### src/rtl/adder_8_bit_seq_ctrl.sv
// adder_8_bit_seq_ctrl
//
// Multi-byte add/subtract sequencer. One 8-bit ripple-carry slice is reused
// once per clock, least significant byte first. The carry between bytes is
// kept in a register. Operands are captured when a request is accepted, so
// the producer may change them at any time afterwards.
//
// Parameters:
//   NBYTES    - number of byte lanes per operand (>= 1), W = 8*NBYTES
//
// Ports:
//   clk       - system clock, rising edge
//   rst_n     - asynchronous active-low reset
//   in_valid  - producer presents a request
//   in_ready  - block can accept a request (IDLE)
//   op_a      - operand A, sampled on accept
//   op_b      - operand B, sampled on accept
//   carry_in  - carry seed for add, ignored when sub=1
//   sub       - 0: A+B+carry_in, 1: A-B
//   out_valid - result is valid (DONE)
//   out_ready - consumer takes the result
//   result    - sum or difference, modulo 2^W
//   carry_out - carry out of bit W-1 (for subtract, 1 means no borrow)
//   overflow  - signed overflow of the whole W-bit operation
//   busy      - high while bytes are being processed (RUN)

module adder_8_bit_seq_ctrl #(
  parameter int NBYTES = 4
) (
  input  logic                  clk,
  input  logic                  rst_n,
  input  logic                  in_valid,
  output logic                  in_ready,
  input  logic [8*NBYTES-1:0]   op_a,
  input  logic [8*NBYTES-1:0]   op_b,
  input  logic                  carry_in,
  input  logic                  sub,
  output logic                  out_valid,
  input  logic                  out_ready,
  output logic [8*NBYTES-1:0]   result,
  output logic                  carry_out,
  output logic                  overflow,
  output logic                  busy
);

  localparam int IDXW = (NBYTES > 1) ? $clog2(NBYTES) : 1;
  localparam logic [IDXW-1:0] LAST_IDX = IDXW'(NBYTES - 1);

  typedef enum logic [1:0] {
    IDLE,
    RUN,
    DONE
  } state_t;

  state_t state_q;
  state_t state_d;

  // Operands and result are kept as byte arrays so the current byte lane
  // can be picked directly with the byte index.
  logic [NBYTES-1:0][7:0] a_reg;
  logic [NBYTES-1:0][7:0] b_reg;
  logic [NBYTES-1:0][7:0] result_q;
  logic                   carry_reg;
  logic [IDXW-1:0]        idx;
  logic                   carry_out_q;
  logic                   overflow_q;

  logic [7:0] slice_a;
  logic [7:0] slice_b;
  logic [7:0] slice_sum;
  logic [8:0] chain;

  // The shared 8-bit ripple-carry slice. chain[i] is the carry into bit i
  // of the current byte, so chain[7] is the carry into the byte's sign bit
  // and chain[8] is the carry out of the byte.
  always_comb begin
    slice_a   = a_reg[idx];
    slice_b   = b_reg[idx];
    slice_sum = '0;
    chain     = '0;
    chain[0]  = carry_reg;
    for (int i = 0; i < 8; i++) begin
      slice_sum[i] = slice_a[i] ^ slice_b[i] ^ chain[i];
      chain[i+1]   = (slice_a[i] & slice_b[i]) | (chain[i] & (slice_a[i] ^ slice_b[i]));
    end
  end

  // State register.
  always_ff @(posedge clk or negedge rst_n) begin
    if (!rst_n) begin
      state_q <= IDLE;
    end else begin
      state_q <= state_d;
    end
  end

  // Next-state and handshake outputs. DONE returns to IDLE rather than
  // accepting directly, so a new request is never taken on the same edge
  // as the result handshake.
  always_comb begin
    state_d   = state_q;
    in_ready  = 1'b0;
    out_valid = 1'b0;
    busy      = 1'b0;
    case (state_q)
      IDLE: begin
        in_ready = 1'b1;
        if (in_valid) begin
          state_d = RUN;
        end
      end
      RUN: begin
        busy = 1'b1;
        if (idx == LAST_IDX) begin
          state_d = DONE;
        end
      end
      DONE: begin
        out_valid = 1'b1;
        if (out_ready) begin
          state_d = IDLE;
        end
      end
      default: begin
        state_d = IDLE;
      end
    endcase
  end

  // Datapath. Subtraction is done as A + ~B + 1, so the operand is
  // inverted at capture time and the carry seed is forced to 1. The
  // result and flags are only written in IDLE (on accept) and RUN, which
  // keeps them stable for the whole DONE state.
  always_ff @(posedge clk or negedge rst_n) begin
    if (!rst_n) begin
      a_reg       <= '0;
      b_reg       <= '0;
      result_q    <= '0;
      carry_reg   <= 1'b0;
      idx         <= '0;
      carry_out_q <= 1'b0;
      overflow_q  <= 1'b0;
    end else begin
      case (state_q)
        IDLE: begin
          if (in_valid) begin
            a_reg       <= op_a;
            b_reg       <= sub ? ~op_b : op_b;
            carry_reg   <= sub ? 1'b1 : carry_in;
            idx         <= '0;
            result_q    <= '0;
            carry_out_q <= 1'b0;
            overflow_q  <= 1'b0;
          end
        end
        RUN: begin
          result_q[idx] <= slice_sum;
          carry_reg     <= chain[8];
          idx           <= idx + 1'b1;
          if (idx == LAST_IDX) begin
            carry_out_q <= chain[8];
            overflow_q  <= chain[7] ^ chain[8];
          end
        end
        default: begin
        end
      endcase
    end
  end

  assign result    = result_q;
  assign carry_out = carry_out_q;
  assign overflow  = overflow_q;

endmodule

### config.mk
export PLATFORM = sky130hd
export DESIGN_NAME = adder_8_bit_seq_ctrl
export DESIGN_NICKNAME = d
export VERILOG_FILES = /design/src/rtl/adder_8_bit_seq_ctrl.sv
export SDC_FILE = /design/constraint.sdc
export NUM_CORES = 1
export LEC_CHECK = 0
export ABC_AREA = 1
export CAP_MARGIN = 20
export CORE_ASPECT_RATIO = 0.6
export CORE_UTILIZATION = 55
export CTS_CLUSTER_SIZE = 10
export DETAILED_ROUTE_END_ITERATION = 10
export PLACE_DENSITY = 0.85
export SLEW_MARGIN = 25
export SYNTH_ARGS = -nofsm -noshare
export SYNTH_HDL_FRONTEND = slang
export SYNTH_SLANG_ARGS = --single-unit
### constraint.sdc
create_clock -name clk -period 9.55 [get_ports clk]
set_clock_uncertainty 0.15 [all_clocks]
set_input_delay 2.3875 -clock clk [delete_from_list [all_inputs] [get_ports clk]]
set_output_delay 2.3875 -clock clk [all_outputs]
set_load 0.01 [all_outputs]
==> results of run 1 <==
synthesized netlist by cell type:
cell type    n  area, um^2
nand2_2      3        18.8
or2_2        1        6.26
nor2_1      13        48.8
buf_4        4        30.0
nand2_1    255         957
buf_2       11        55.1
o21ai_0     47         235
nand2_4      1        11.3
o21ai_1      1        5.00
clkbuf_1     6        22.5
inv_2        6        22.5
fa_1         8         160
clkinv_1     1        3.75
o211ai_1     2        15.0
buf_6       11         124
inv_1       16        60.1
ha_1         4        50.1
o21ai_2      3        26.3
o31ai_1      1        7.51
nand3_2      1        10.0
nand3_1     59         295
dfrtp_1    103        2580
xnor2_1     32         280
nor2_2       1        6.26
worst max-delay path: cells and delay by family, from the launching register on:
kind / cells / cell delay, ns
buffers and inverters: 4 / 0.82
AND/OR/NAND/NOR: 5 / 0.48
flip-flops: 1 / 0.62
adder cells (fa/ha/maj): 8 / 2.97
through the flow:
stage / worst slack, ns / instances
after global routing: 4.03 / 795
after global placement: 4.42 / 778
after detailed placement: 4.23 / 779
after floorplan: 5.13 / 590
final: 4.36 / 795
after CTS: 4.18 / 795
power breakdown:
part | leakage (uW) | switching, uW | internal (uW) | total [uW]
combinational | 0.00161 | 703 | 431 | 1130
clock | 0.000143 | 163 | 205 | 368
sequential | 0.00130 | 153 | 630 | 783
total | 0.00306 | 1020 | 1270 | 2290
worst min path at each step:
stage	end	cells after the start
floorplan	a_reg[5]$_DFFE_PN0P_	2
global placement	a_reg[7]$_DFFE_PN0P_	2
detailed placement	a_reg[7]$_DFFE_PN0P_	2
CTS	a_reg[1]$_DFFE_PN0P_	2
global route	a_reg[7]$_DFFE_PN0P_	2
finish	a_reg[0]$_DFFE_PN0P_	2
final cells by class:
type / count / area share
clock buffers: 10 / 0.0362
clock inverters: 6 / 0.0109
inverters: 23 / 0.0136
multi-input cells: 432 / 0.337
flip-flops and latches: 103 / 0.408
well taps: 112 / 0.0222
repair buffers: 109 / 0.172
cell families (layout without fill, tap and decap cells):
group | after synthesis | count (layout) | share of synthesized area
AO/OA/AOI/OAI | 54 | 54 | 0.0575
XOR/XNOR | 32 | 32 | 0.0557
adder cells (fa/ha/maj) | 12 | 12 | 0.0418
buffers and inverters | 55 | 148 | 0.0632
flip-flops | 103 | 103 | 0.513
AND/OR/NAND/NOR | 334 | 334 | 0.269
layer usage:
metal  vias to the layer above  GRT usage
met2                       197      0.431
met5                         -          0
met4                         0     0.0732
met3                        19     0.0681
met1                      2088      0.388
li1                       2032          -
==> impl_metrics.toml, run 1 <==
[outcome]
status = "finished with violations"
violations = "design-rule violations"

[timing]
clock.fmax_ghz = 0.193
rsz0062_at_grt = "no"
whs_ns = 0.335
relSlewSlack = 0.377
slew_violations = 0
tightest_slew_ns = 0.934
post-route-period-util = 0.543
fin_tns_setup_ns = 0
hold_violations = 0
layout_min_cycle_time_ns = 5.19
setup_violations = 0

[worst_setup_path]
slowest_stage = "dfrtp_2"
critPathKind = "reg2reg"
slowest_delay_ns = 0.62
cp-start-kind = "flip-flop"
r2r_cells = 17
crit_start = "idx[0]$_DFFE_PN0P_"
reg2reg_slack_ns = 4.36
critPathCapture = "result[15]$_DFFE_PN0P_"
crit_top_cell = "fa_1"
crit_fanout = 36
path_cells = "clkinv_1 -> nand2_1 -> nand3_1 -> nand2_1 -> fa_1 -> fa_1 -> fa_1 -> fa_1 -> fa_1 -> inv_1 -> fa_1 -> inv_1 -> fa_1 -> inv_1 -> fa_1 -> nand2_1 -> nand2_1"
cp.required_ns = 9.63
rr_startpoint = "idx[0]$_DFFE_PN0P_"
end_kind = "flip-flop"
reg2reg_to = "result[15]$_DFFE_PN0P_"
cp.arrival_ns = 5.27

[cts]
clock_path_buffers = 2
cts_tree = "done"
cts_resized = 0
clkSlewWorstSetupHoldPaths_ns = 0.07
cts-root-buf = "clkbuf_16"
hold_buffers = 0
cts_made_buffers = 9
insertion_delay_ns = 0.35
cts.htree.levels = 3
cts_sinks = 103
cts_setup_buffers = 0

[worst_hold_path]
hp-start = "a_reg[0]$_DFFE_PN0P_"
hold_path_class = "reg2reg"

[floorplan]
die_area_um2 = 9540
die_y_um = 76.1
ios = 107
core_area_um2 = 8690
rows = 26
start_util = 0.579
fp.dieW_um = 125

[grt]
track_usage = 0.276
grt_first_pass_wirelength_um = 20700
grt_pass1_vias = 4216
antenna_found_initial = 0
grt-ovfl-total = 0
grt_max_degree = 94

[pwr]
peakVddDrop_mv = 0.185
p_per_area_nw_per_um2 = 361
p_leak_uw = 0.00306
power.total_uw = 2290

[cells_and_area]
drive_above_1_share = 0.0542
multi_input_area_um2 = 2130
regArea_um2 = 2580
layout_commonest_cell = "nand2_1"
final_cell_area_um2 = 6320
diodes = 0
syn2layout_area_growth_pct = 25.8
layout_common_cells = "nand2_1, clkdlybuf4s50_1, dfrtp_1, nand3_1, o21ai_0"
nNetsFinal = 760
utilization = 0.728
fillCellCount = 618

[routing]
drt_iter0_drc = 495
first_pass_iters = 8
vias = 4336
drt_wl_total_um = 12300
vias_per_cell = 5.45
dr_wl_met2_um = 5510
dr.max_layer_used = "met4"
antenna_left = 0
route.met3.wl_um = 978
drc = 10
wl_per_cell_um = 15.4
wl_met1_um = 5580

[synth]
synth-seq-cells = 103
synth_cell_types = 24
syn_nets = 672
synth.avg_cell_area_um2 = 8.52
ys_seq_area_frac = 0.513
synthesis.yosys.warnings = 0
syn_inst = 590
syn_area_um2 = 5030

[flow_run]
maxCapViolCount = 0

[placement]
gp_congestion = 0.865
io_buffers = 106
placed_cell_area_um2 = 6030
place_hpwl_um = 8830
No activity file was read; power rests on OpenSTA's default activity.
==> inputs of run 2 (changes only) <==
- CORE_UTILIZATION: 55 -> 46
- PLACE_DENSITY: 0.85 -> 0.76
- clock period: 9.55 -> 4.57 ns (I/O delays scaled with it)
==> impl_metrics.toml, run 2 (synthesis gave the netlist of run 1 again) <==
[timing]
relSlewSlack = 0.402
slew_violations = 0
whs_ns = 0.337
layout_min_cycle_time_ns = 4.43
tightest_slew_ns = 0.897
clock.fmax_ghz = 0.226
hold_violations = 0
setup_violations = 0
post-route-period-util = 0.970
layout_setup_ws_ns = 0.138

[worst_hold_path]
hold_path_class = "reg2reg"
holdPathEnd = "b_reg[19]$_DFFE_PN0P_"
hp-start = "b_reg[19]$_DFFE_PN0P_"
holdPathStages = 2

[grt]
grt_pass1_vias = 3988
grt_max_degree = 73
grt-ovfl-total = 0
track_usage = 0.229
antenna_found_initial = 0
grt_first_pass_wirelength_um = 19900

[worst_setup_path]
cp.required_ns = 4.65
end_kind = "flip-flop"
cp.arrival_ns = 4.51
critPathKind = "reg2reg"
r2r_cells = 17
rr_startpoint = "idx[0]$_DFFE_PN0P_"
crit_fanout = 5
slowest_delay_ns = 0.46
path_cells = "clkinvlp_4 -> nand2_1 -> nand3_1 -> nand2_1 -> fa_1 -> fa_1 -> fa_1 -> fa_2 -> fa_1 -> inv_1 -> fa_1 -> inv_1 -> fa_1 -> inv_2 -> fa_2 -> nand2_1 -> nand2_1"
crit_top_cell = "fa_1"
cp-start-kind = "flip-flop"
slowest_stage = "dfrtp_2"
crit_start = "idx[0]$_DFFE_PN0P_"
reg2reg_slack_ns = 0.14
reg2reg_to = "result[7]$_DFFE_PN0P_"

[outcome]
status = "complete, no violations"

[cts]
cts.htree.levels = 3
clkSlewWorstSetupHoldPaths_ns = 0.07
insertion_delay_ns = 0.35
cts-root-buf = "clkbuf_16"
cts_sinks = 103
cts_made_buffers = 9
hold_buffers = 0
cts_tree = "done"
clock_path_buffers = 2

[cells_and_area]
layout_commonest_cell = "nand2_1"
fin_cells = 841
regArea_um2 = 2580
layout_common_cells = "nand2_1, clkdlybuf4s50_1, dfrtp_1, nand3_1, o21ai_0"
syn2layout_area_growth_pct = 29.8
fillCellCount = 872
multi_input_area_um2 = 2140
diodes = 0
nNetsFinal = 779
final_cell_area_um2 = 6530
drive_above_1_share = 0.0883

[floorplan]
rows = 29
start_util = 0.475
core_area_um2 = 10600
die_y_um = 83.0
ios = 107
fp.dieW_um = 137
die_area_um2 = 11400

[flow_run]
maxCapViolCount = 0

[placement]
gp_congestion = 0.868
place_inst = 812
placed_cell_area_um2 = 6100
io_buffers = 106
place_hpwl_um = 8940
dp_slack_ns = 0.0733

[routing]
drt_wl_total_um = 12500
vias = 4298
drt_iter0_drc = 330
wl_per_cell_um = 14.9
drc = 0
antenna_left = 0
vias_per_cell = 5.11
first_pass_iters = 5

[pwr]
p_per_area_nw_per_um2 = 757
power.total_uw = 4940
p_leak_uw = 0.00314
peakVddDrop_mv = 0.374
-- run 2: cell types whose count changed in the layout (fill, tap and decap cells not counted), sizes merged --
cell | previous run | this run
inv | 24 | 22
buf | 5 | 22
clkinv | 3 | 2
clkinvlp | 1 | 6
-- run 2: final cells by class --
| cell class | instances | share of cell area |
|---|---|---|
| well taps | 139 | 0.0266 |
| clock inverters | 7 | 0.0113 |
| repair buffers | 127 | 0.190 |
| multi-input cells | 432 | 0.328 |
| repair inverters | 1 | 0.000767 |
| inverters | 23 | 0.0138 |
| clock buffers | 9 | 0.0345 |
| flip-flops and latches | 103 | 0.395 |
-- run 2: power by group --
part	internal, uW	switching, uW
combinational	1030	1570
sequential	1320	263
clock	424	341
total	2770	2170
-- run 2: metrics by stage --
| step | TNS, ns | util |
|---|---|---|
| 2_1_floorplan | 0 | - |
| 3_3_place_gp | 0 | 0.576 |
| 3_5_place_dp | 0 | 0.576 |
| 4_1_cts | 0 | 0.604 |
| 5_1_grt | -0.0744 | 0.616 |
| 6_report | 0 | 0.616 |
-- run 2: worst max-delay path: cells and delay by family, from the launching register on --
kind	cells	cell delay, ns
adders and majority gates	8	2.96
and+or+nand+nor	5	0.39
DFF	1	0.46
buffers and inverters	4	0.37
-- run 2: what timing repair did --
action / 4_1_cts / 5_1_grt
endpoints found under the hold margin: 0 / 0
gates resized for setup: 0 / 6
setup buffers: 0 / 11
setup endpoints to repair: 0 / 7
-- run 2: routing by layer --
metal,track usage,wire length (um),share of wire,vias to the layer above
met5,0,0,0,-
met4,0.0559,140,0.011,0
met3,0.0556,867,0.069,17
met2,0.336,5480,0.44,181
met1,0.341,6040,0.48,2027
li1,-,-,-,2073
-- run 2: how the worst max path moves through the flow --
stage	slack, ns	end
3_5_place_dp	0.07	result[7]$_DFFE_PN0P_
2_1_floorplan	0.15	result[31]$_DFFE_PN0P_
3_3_place_gp	0.22	result[31]$_DFFE_PN0P_
5_1_grt	-0.04	result[23]$_DFFE_PN0P_
6_report	0.14	result[7]$_DFFE_PN0P_
4_1_cts	0.05	result[7]$_DFFE_PN0P_
